==> config.mk <==
export PLATFORM = sky130hd
export DESIGN_NAME = systolic_skew_feeder
export DESIGN_NICKNAME = d
export VERILOG_FILES = /design/src/rtl/systolic_skew_feeder_pkg.sv /design/src/rtl/systolic_skew_feeder_skew_slice_mux.sv /design/src/rtl/systolic_skew_feeder.sv
export SDC_FILE = /design/constraint.sdc
export NUM_CORES = 1
export LEC_CHECK = 0
export ABC_AREA = 0
export CORE_UTILIZATION = 35
export DETAILED_ROUTE_END_ITERATION = 12
export PLACE_DENSITY_LB_ADDON = 0.3
export SKIP_LAST_GASP = 1
export SYNTH_ARGS = -nofsm -noshare
export SYNTH_HDL_FRONTEND = slang
export SYNTH_SLANG_ARGS = --single-unit
==> constraint.sdc <==
create_clock -name clk -period 3.1 [get_ports clk]
set_clock_uncertainty 0.05 [all_clocks]
set_input_delay 0.31 -clock clk [delete_from_list [all_inputs] [get_ports clk]]
set_output_delay 0.31 -clock clk [all_outputs]
set_load 0.02 [all_outputs]
==> src/rtl/systolic_skew_feeder_pkg.sv <==
// Shared types and helpers for the systolic skew feeder: FSM state encoding,
// drain length, stream length and operand slice addressing.
package systolic_skew_feeder_pkg;

   typedef enum logic [1:0] {
      IDLE   = 2'd0,
      LOAD   = 2'd1,
      STREAM = 2'd2,
      DRAIN  = 2'd3
   } state_t;

   // PE accumulate register plus PE output register.
   localparam int DRAIN_CYCLES = 2;

   // Cycles needed for the last skewed operand pair to reach PE(n-1,n-1).
   function automatic int stream_len(input int n);
      return 3 * n - 2;
   endfunction

   // LSB position of operand slice idx inside a packed N*DW bus.
   function automatic int slice_lo(input int idx, input int dw);
      return idx * dw;
   endfunction

endpackage

==> src/rtl/systolic_skew_feeder_skew_slice_mux.sv <==
// One lane of the skew network: presents element (t - LANE) of the lane's
// buffered operands, or zero when that element is outside 0..N-1.
module skew_slice_mux
   import systolic_skew_feeder_pkg::*;
#(
   parameter int N    = 4,
   parameter int DW   = 8,
   parameter int TW   = 4,
   parameter int LANE = 0
) (
   input  logic [N*DW-1:0] lane_buf,
   input  logic [TW-1:0]   t,
   output logic [DW-1:0]   sel
);

   // Element k is due exactly when t == LANE + k; every other step is zero padding.
   always_comb begin
      sel = '0;
      for (int k = 0; k < N; k++) begin
         if (int'(t) == LANE + k) begin
            sel = lane_buf[slice_lo(k, DW) +: DW];
         end
      end
   end

endmodule

==> src/rtl/systolic_skew_feeder.sv <==
// Systolic array feeder: collects N column/row beats of A and B, then streams
// them diagonally skewed into the west and north edges of an NxN PE array and
// waits for the result to settle before pulsing done.
module systolic_skew_feeder
   import systolic_skew_feeder_pkg::*;
#(
   parameter int N  = 4,
   parameter int DW = 8
) (
   input  logic            clk,
   input  logic            rst_n,
   input  logic            in_valid,
   output logic            in_ready,
   input  logic [N*DW-1:0] in_a_col,
   input  logic [N*DW-1:0] in_b_row,
   output logic [N*DW-1:0] a_west,
   output logic [N*DW-1:0] b_north,
   output logic            pe_enable,
   output logic            busy,
   output logic            done
);

   localparam int SLEN = stream_len(N);
   localparam int TW   = $clog2(SLEN);
   localparam int KW   = $clog2(N);
   localparam logic [TW-1:0] T_LAST    = TW'(SLEN - 1);
   localparam logic [TW-1:0] D_LAST    = TW'(DRAIN_CYCLES - 1);
   localparam logic [KW-1:0] BEAT_LAST = KW'(N - 1);

   state_t          state_reg, state_next;
   logic [KW-1:0]   beat_reg, beat_next;
   logic [TW-1:0]   t_reg, t_next;
   logic            done_reg, done_next;
   logic [DW-1:0]   a_buf_reg [N][N];
   logic [DW-1:0]   b_buf_reg [N][N];
   logic [N*DW-1:0] a_lane [N];
   logic [N*DW-1:0] b_lane [N];
   logic [N*DW-1:0] a_sel, b_sel;
   logic [N*DW-1:0] a_west_reg, b_north_reg;
   logic            accept;

   assign in_ready  = (state_reg == IDLE) || (state_reg == LOAD);
   assign accept    = in_valid && in_ready;
   assign busy      = (state_reg == STREAM) || (state_reg == DRAIN);
   assign pe_enable = busy;
   assign done      = done_reg;
   assign a_west    = a_west_reg;
   assign b_north   = b_north_reg;

   // State, beat counter, step counter and done pulse registers.
   always_ff @(posedge clk or negedge rst_n) begin
      if (!rst_n) begin
         state_reg <= IDLE;
         beat_reg  <= '0;
         t_reg     <= '0;
         done_reg  <= 1'b0;
      end else begin
         state_reg <= state_next;
         beat_reg  <= beat_next;
         t_reg     <= t_next;
         done_reg  <= done_next;
      end
   end

   // Next-state logic; t doubles as the drain counter since the two phases never overlap.
   always_comb begin
      state_next = state_reg;
      beat_next  = beat_reg;
      t_next     = t_reg;
      done_next  = 1'b0;
      case (state_reg)
         IDLE, LOAD: begin
            if (accept) begin
               if (beat_reg == BEAT_LAST) begin
                  beat_next  = '0;
                  t_next     = '0;
                  state_next = STREAM;
               end else begin
                  beat_next  = beat_reg + 1'b1;
                  state_next = LOAD;
               end
            end
         end
         STREAM: begin
            if (t_reg == T_LAST) begin
               t_next     = '0;
               state_next = DRAIN;
            end else begin
               t_next = t_reg + 1'b1;
            end
         end
         DRAIN: begin
            if (t_reg == D_LAST) begin
               t_next     = '0;
               done_next  = 1'b1;
               state_next = IDLE;
            end else begin
               t_next = t_reg + 1'b1;
            end
         end
         default: state_next = IDLE;
      endcase
   end

   // Operand buffers: beat k fills column k of A and row k of B.
   always_ff @(posedge clk or negedge rst_n) begin
      if (!rst_n) begin
         for (int i = 0; i < N; i++) begin
            for (int k = 0; k < N; k++) begin
               a_buf_reg[i][k] <= '0;
               b_buf_reg[i][k] <= '0;
            end
         end
      end else if (accept) begin
         for (int i = 0; i < N; i++) begin
            a_buf_reg[i][beat_reg] <= in_a_col[slice_lo(i, DW) +: DW];
            b_buf_reg[beat_reg][i] <= in_b_row[slice_lo(i, DW) +: DW];
         end
      end
   end

   // Gather each lane's operands in k order: row i of A, column j of B.
   always_comb begin
      for (int l = 0; l < N; l++) begin
         a_lane[l] = '0;
         b_lane[l] = '0;
         for (int k = 0; k < N; k++) begin
            a_lane[l][slice_lo(k, DW) +: DW] = a_buf_reg[l][k];
            b_lane[l][slice_lo(k, DW) +: DW] = b_buf_reg[k][l];
         end
      end
   end

   genvar gi;
   generate
      for (gi = 0; gi < N; gi++) begin : g_lane
         skew_slice_mux #(.N(N), .DW(DW), .TW(TW), .LANE(gi)) u_a_mux (
            .lane_buf (a_lane[gi]),
            .t        (t_reg),
            .sel      (a_sel[gi*DW +: DW])
         );
         skew_slice_mux #(.N(N), .DW(DW), .TW(TW), .LANE(gi)) u_b_mux (
            .lane_buf (b_lane[gi]),
            .t        (t_reg),
            .sel      (b_sel[gi*DW +: DW])
         );
      end
   endgenerate

   // Registered edge streams; forced to exact zero whenever no step is being issued.
   always_ff @(posedge clk or negedge rst_n) begin
      if (!rst_n) begin
         a_west_reg  <= '0;
         b_north_reg <= '0;
      end else if (state_reg == STREAM) begin
         a_west_reg  <= a_sel;
         b_north_reg <= b_sel;
      end else begin
         a_west_reg  <= '0;
         b_north_reg <= '0;
      end
   end

endmodule

==> results of run 1 <==
-- routing by layer --
metal / up-vias / GRT usage [%] / share of wire (%) / routed length, um
met1: 4585 / 22.6 / 46 / 15300
li1: 4083 / - / - / -
met2: 168 / 26.9 / 48 / 16000
met5: - / 0 / 0 / 0
met4: 0 / 4.40 / 1.5 / 500
met3: 45 / 3.08 / 4.3 / 1430
-- Yosys cell counts (2+ instances only) --
library cell                instances  area [um^2]
sky130_fd_sc_hd__mux2_1            27          304
sky130_fd_sc_hd__nand2b_1           3         18.8
sky130_fd_sc_hd__o22ai_1            3         18.8
sky130_fd_sc_hd__buf_6              5         56.3
sky130_fd_sc_hd__dfrtp_1          329         8230
sky130_fd_sc_hd__and3b_1           32          280
sky130_fd_sc_hd__nand4b_1          17          149
sky130_fd_sc_hd__mux2i_1            4         40.0
sky130_fd_sc_hd__nand4bb_1         18          203
sky130_fd_sc_hd__o21ai_1           27          135
sky130_fd_sc_hd__nand2_1           21         78.8
sky130_fd_sc_hd__clkbuf_2           2         10.0
sky130_fd_sc_hd__and4bb_2           2         25.0
sky130_fd_sc_hd__buf_4             33          248
sky130_fd_sc_hd__a21o_1            17          128
sky130_fd_sc_hd__ha_1               4         50.1
sky130_fd_sc_hd__o21ai_0           39          195
sky130_fd_sc_hd__mux2_2           242         2730
sky130_fd_sc_hd__a221oi_1          13          114
sky130_fd_sc_hd__o211a_1            3         30.0
sky130_fd_sc_hd__a21oi_1           35          175
sky130_fd_sc_hd__inv_1              3         11.3
sky130_fd_sc_hd__clkbuf_1          22         82.6
sky130_fd_sc_hd__nor2b_1           19          119
sky130_fd_sc_hd__o211ai_1           2         15.0
sky130_fd_sc_hd__o221ai_1          16          140
sky130_fd_sc_hd__a31oi_1           17          106
sky130_fd_sc_hd__buf_2             23          115
sky130_fd_sc_hd__a211oi_1          16          120
sky130_fd_sc_hd__nand3_1            2         10.0
sky130_fd_sc_hd__nand2_4            4         45.0
sky130_fd_sc_hd__nor2_1            34          128
-- power by group --
part           total [mW]  internal (mW)  switching [mW]  leakage, nW
Sequential           7.29           6.22            1.07         4.06
Clock                4.59           2.86            1.73        0.641
Combinational        5.72           3.06            2.66         2.66
-- logic make-up (layout without fill, tap and decap cells) --
family	after synthesis	in the layout	synth area share, %
buffers and inverters	89	239	3.70
xor gates and xnor gates	1	1	0.0615
DFF	329	329	57.8
adders and majority gates	4	4	0.351
AOI/OAI and AO/OA	190	190	8.39
and+or+nand+nor	161	161	8.18
muxes	273	273	21.5
-- per-stage QoR --
stage | setup WS (ns) | hold WS, ns
floorplan | 1.55 | -0.0356
detailed placement | 0.632 | 0.348
CTS | 0.692 | 0.388
finish | 0.712 | 0.372
global route | 0.492 | 0.405
global placement | 0.642 | 0.344
-- area by class of cell --
type / count / area share [%]
Timing Repair Buffer: 167 / 9.80
Tap cell: 525 / 3.77
Multi-Input combinational cell: 629 / 31.6
Inverter: 3 / 0.0646
Sequential cell: 329 / 47.3
Clock buffer: 59 / 6.73
Clock inverter: 10 / 0.775
-- path summary, 6_finish.rpt --
path	from	to	slack, ns	cells after the start
worst max-delay path	t_reg[0]$_DFFE_PN0P_	a_west[31]$_DFF_PN0_	0.71	3
worst min-delay path	rst_n	b_north[10]$_DFF_PN0_	0.37	2
worst max register to register	t_reg[0]$_DFFE_PN0P_	a_west[31]$_DFF_PN0_	0.71	3
worst min register to register	b_buf_reg[122]$_DFFE_PN0P_	b_buf_reg[122]$_DFFE_PN0P_	0.43	1
max in group asynchronous	rst_n	b_buf_reg[35]$_DFFE_PN0P_	1.75	3
min in group clk	in_a_col[23]	a_buf_reg[55]$_DFFE_PN0P_	0.42	2
==> results.txt, run 1 <==
* Final non-filler cell area: 0.0174 mm^2
- After detailed routing, the number of vias per cell comes to 5.16.
- The initial antenna violation count was 0.
- Setup TNS after final layout: 0 ns
* Post-synthesis area per instance: 13.6 um^2
* Drt wl/cell: 19.3 um
* Via count: 8,881
* Total Die Area: 0.0415 mm^2
- Layout Area Growth over Synthesis: 22.3%
* Layout net count: 1,239
- Highest net fanout along the worst path: 43
- CP Data Arrival Time: 2.70 ns
- Maximum number of pins on one net before global-route repair: 91
* Grt ovf: 0
- After clock tree synthesis, the clock-pin slew on the worst setup and hold paths is 0.05 ns.
- Timing would allow up to 419 MHz.
- Remaining number of nets flagged by the antenna check after routing: 0
- Row generation in the floorplan step produced 73 rows.
- Commonest non-fill, non-tap cell in the layout: sky130_fd_sc_hd__dfrtp_1
- Main synth FF type: sky130_fd_sc_hd__dfrtp_1
- Final cell count without fillers: 1,722
* Count of buffers from port buffering: 134
- Area of the core: 0.0399 mm^2
- Once the floorplan was initialized, standard cells occupied 35.7% of the core.
- The critical path goes through nand4bb_2 > o21ai_0 > a31oi_1.
- DPL Wire Length: 20.3 mm
- DRC violations left: 0
- The min-delay analysis places its worst path in the category input pin to asynchronous set/reset pin.
* Final standard cell utilization of the core: 43.7%
* Outcome: finished, final reports clean
- For this design, the sink count on the clock tree is 329.
- Footprint of the multi-input gates: 0.00551 mm^2
* Peak supply drop: 0.000416 V
- Resize count post-CTS: 0
- Cells with a size suffix above 1 make up 29.3% of the layout.
- The number of setup buffers added after CTS is 0.
- For this design the static power due to leakage is 7.36 nW.
* Total power: 17.6 mW
* Syn Inst Count: 1,047
- The worst setup path is launched from a flop.
- Max-cap violations in this run came to 0.
* CP Data Required Time: 3.41 ns
* Max Slew Vio Count: 0
- Counting tap cells, the placed design contains a total of 1,652 instances.
- The hold violation total from the final report was 0.
- STA classifies the critical path endpoint as a flop.
- DRT Wirelength: 33.2 mm
- Number of H-tree levels: 2
* CTS Root Cell: sky130_fd_sc_hd__clkbuf_16
- TritonCTS built the clock tree.
- Global-route wire length before repair: 54.0 mm
- Final min period: 2.39 ns
* Drt first-iter violations: 351
- The first TritonRoute pass finished after 4 iterations.
- Die width: 204 um
- The repair_antennas step left the layout with diodes totalling 0.
- Number of buffers and inverters on the critical path: 0
- Number of flops mapped to enable cells by yosys: 0
- In the global route stage, overall resource usage came out at 16.6%.
- Leaving out fill and tap cells, the most frequent cells in the layout are 326 x sky130_fd_sc_hd__dfrtp_1, 242 x sky130_fd_sc_hd__mux2_2, 133 x sky130_fd_sc_hd__clkdlybuf4s50_1.
- Counting the buffers created by CTS gives 38.
* Delay of the slowest cell on the worst path: 0.95 ns
- Seq cells post-synth: 329
- Y dimension of the die: 204 um
* RSZ-0062 raised after global routing: no
- Power density over cell area: 1010 mW/mm^2
- For the pin with the worst max-slew slack, the measured transition is 1.09 ns.
* Fraction of registers with async set or reset after synthesis: 100%
- Buffer levels on the longest clock path: 3
- After clock tree synthesis, the flow added hold-fix buffers numbering 1.
* Number of top-level pins: 135
- Final Wtd Congestion: 0.721
- Placed inst area: 0.0161 mm^2
- Worst-case headroom to the max-slew limit: 27.3%
* Post-route fraction of the period consumed by the critical path: 77.0%
- Registers take 0.00824 mm^2.
* Post-Synthesis Cell Area: 0.0142 mm^2
- Post-Synthesis Net Count: 1,118
- Critical path type: flop to flop
* # fillers: 3,623
- Total of warnings raised by yosys: 0
* Distinct cell type count after synthesis: 45
* Cell type group with the largest total delay on the critical path: simple AND/OR/NAND/NOR gates
- For this run, the register share of the synthesized area comes to 57.8%.
- Insertion delay of the later-clocked pin in the worst-skew pair: 0.52 ns
- Setup violations remaining at the end of the flow were counted as 0.
- Library cell contributing the largest single delay on the critical path: sky130_fd_sc_hd__nand4bb_2
- Vias in the first global route: 9,474
(Power assumes the default switching activity.)
==> inputs of run 2 (changes only) <==
==> constraint.sdc (replaced) <==
create_clock -name clk -period 2 [get_ports clk]
set_clock_uncertainty 0.05 [all_clocks]
set_input_delay 0.2 -clock clk [delete_from_list [all_inputs] [get_ports clk]]
set_output_delay 0.2 -clock clk [all_outputs]
set_load 0.02 [all_outputs]
==> run 2 against run 1 <==
  * First-iteration DRC count rose by 15%
  * Setup slack lost 0.55 ns
  * Global-route usage grew 0.33 points
  * Core utilization rose by 0.55 points
  * Cell count rose by 1.3%
  * Critical path depth grew 2
  * Critical endpoint is now b_north[3]$_DFF_PN0_
==> results.txt, run 2 (synthesis results as in run 1) <==
- Outcome: finished, final reports clean
- Layout Area Growth over Synthesis: 23.9%
* Highest-utilization routing layer at the global route stage: met2
* Fraction of layout instances using a drive strength above 1: 30.7%
* Most frequent cells in the layout: 326 x sky130_fd_sc_hd__dfrtp_1, 242 x sky130_fd_sc_hd__mux2_2, 130 x sky130_fd_sc_hd__clkdlybuf4s50_1
- For this block, the routed nets add up to 34.2 mm of wire.
- The via count of the first global-routing pass came to 9,404.
- The tree is rooted in a sky130_fd_sc_hd__clkbuf_16.
- Count of buffers from port buffering: 134
* Final min period: 1.83 ns
- For the pin with the worst max-slew slack, the measured transition is 0.729 ns.
- In the final routed layout, each cell accounts on average for 19.6 um.
* Number of H-tree levels: 2
- Worst min-delay path class: input pin to asynchronous set/reset pin
* Drt first-iter violations: 402
- Element type at the critical path end: flop
* Total Die Area: 0.0415 mm^2
- In this run the standard cell core region covers 0.0399 mm^2.
- Total placed cells including tap cells: 1,677
* Layout net count: 1,264
- Clock-pin slew was measured on the worst setup and hold paths at 0.06 ns.
- Element type at the critical path start: flop
- Initial core utilization: 35.7%
- The hold violation total from the final report came to 0.
* Antenna violations before repair: 1
* Grt ovf: 0
- Met3 Usage GRT: 2.86%
- Counting along the longest clock path gives a buffer depth of 3.
- For the worst setup path, the data required time is 2.39 ns.
- Final Wtd Congestion: 0.728
- Post-route fraction of the period consumed by the critical path: 91.7%
* RSZ-0062 raised after global routing: yes
* Power density over cell area: 1540 mW/mm^2
* Ant. Diodes: 0
- For this design the top-level I/O count stands at 135.
- For this run, the share of the core covered by cells in the final layout is 44.2%.
- The die is 204 um tall.
- Number of buffers created by CTS: 38
* DPL Wire Length: 21.2 mm
- Insertion delay of the later-clocked pin in the worst-skew pair: 0.53 ns
* Max Slew Vio Count: 0
- Setup TNS after final layout: 0 ns
* TritonCTS clock tree: built
- Met2 capacity usage during global routing: 27.2%
- Row generation in the floorplan step produced 73 rows.
- Highest net fanout along the worst path: 24
- Dividing the detail-routed via count by the number of cells gives 5.19.
- The setup check on the worst reg-to-reg path leaves a slack of 0.17 ns.
* Maximum number of pins on one net before global-route repair: 60
- Worst hold slack across all endpoints: 0.195 ns
- Remaining number of nets flagged by the antenna check after routing: 0
- Number of detailed-route iterations in the first pass: 4
- For this run, design rule violations remaining after detail routing come to 0.
- The worst pin sits at a relative slew slack of 51.3%.
- Across every metal layer, demand over resource in global routing totals 16.9%.
- The routed layout has 9,058 vias.
* Static Leak: 7.50 nW
- Max-cap violation count: 0
- Setup violations remaining at the end of the flow were counted as 0.
- The first global-routing pass estimated 54.7 mm of wire.
* Peak supply drop: 0.000655 V
- The critical path is of the flop to flop type.
- Number of clock sinks: 329
* Final cell count without fillers: 1,745
* CP Data Arrival Time: 2.23 ns
* Commonest non-fill, non-tap cell in the layout: sky130_fd_sc_hd__dfrtp_1
- Global routing met1 resource utilization: 23.5%
- Number of cells traversed by the worst register-to-register path: 5
* Number of post-CTS setup repair buffers: 0
- Static timing analysis puts the maximum clock frequency at 545 MHz.
- Die width: 204 um
-- run 2: final timing paths --
path,from,to
worst max-delay path,t_reg[3]$_DFFE_PN0P_,b_north[3]$_DFF_PN0_
worst min-delay path,rst_n,b_buf_reg[50]$_DFFE_PN0P_
worst max register to register,t_reg[3]$_DFFE_PN0P_,b_north[3]$_DFF_PN0_
worst min register to register,b_buf_reg[121]$_DFFE_PN0P_,b_buf_reg[121]$_DFFE_PN0P_
max in group asynchronous,rst_n,t_reg[1]$_DFFE_PN0P_
min in group clk,in_a_col[4],a_buf_reg[108]$_DFFE_PN0P_
-- run 2: report_power, final --
| group | leakage (nW) | total, mW | internal, mW | switching [mW] |
|---|---|---|---|---|
| Clock | 0.588 | 6.60 | 3.91 | 2.69 |
| Sequential | 4.06 | 11.2 | 9.65 | 1.51 |
| Combinational | 2.85 | 9.51 | 5.10 | 4.41 |
-- run 2: layer usage --
layer  vias to the layer above  share of wire [%]
met5                         -              0.050
met1                      4676                 48
met3                        59                4.1
li1                       4138                  -
met4                         2                1.9
met2                       183                 46
-- run 2: metrics by stage --
stage,setup slack [ns],total power [mW],instance area [um^2]
2_1_floorplan,0.449,17.7,14200
3_3_place_gp,0.0672,20.6,16400
3_5_place_dp,0.0581,20.9,16400
4_1_cts,0.0238,27.6,17600
5_1_grt,-0.0168,29.0,17700
6_report,0.166,27.3,17700
-- run 2: cell type report --
cell class / instances / area, um^2
Clock buffer: 57 / 1130
Tap cell: 525 / 657
Inverter: 3 / 11.3
Timing Repair Buffer: 192 / 2040
Sequential cell: 329 / 8240
Clock inverter: 10 / 58.8
Fill cell: 3659 / 22300
Multi-Input combinational cell: 629 / 5510
-- run 2: what timing repair did --
action	in CTS	in global routing
hold endpoints to repair	50	0
hold buffers	1	0
cloned	0	0
setup endpoints to repair	1	14
resized for setup	1	3
pin swaps	0	0
-- run 2: worst max-delay path: stages, from the launching register on --
cell,delay (ns)
sky130_fd_sc_hd__dfrtp_1,0.56
sky130_fd_sc_hd__buf_4,0.38
sky130_fd_sc_hd__nand4bb_1,0.18
sky130_fd_sc_hd__buf_4,0.26
sky130_fd_sc_hd__o221ai_1,0.16
sky130_fd_sc_hd__nor2_1,0.13
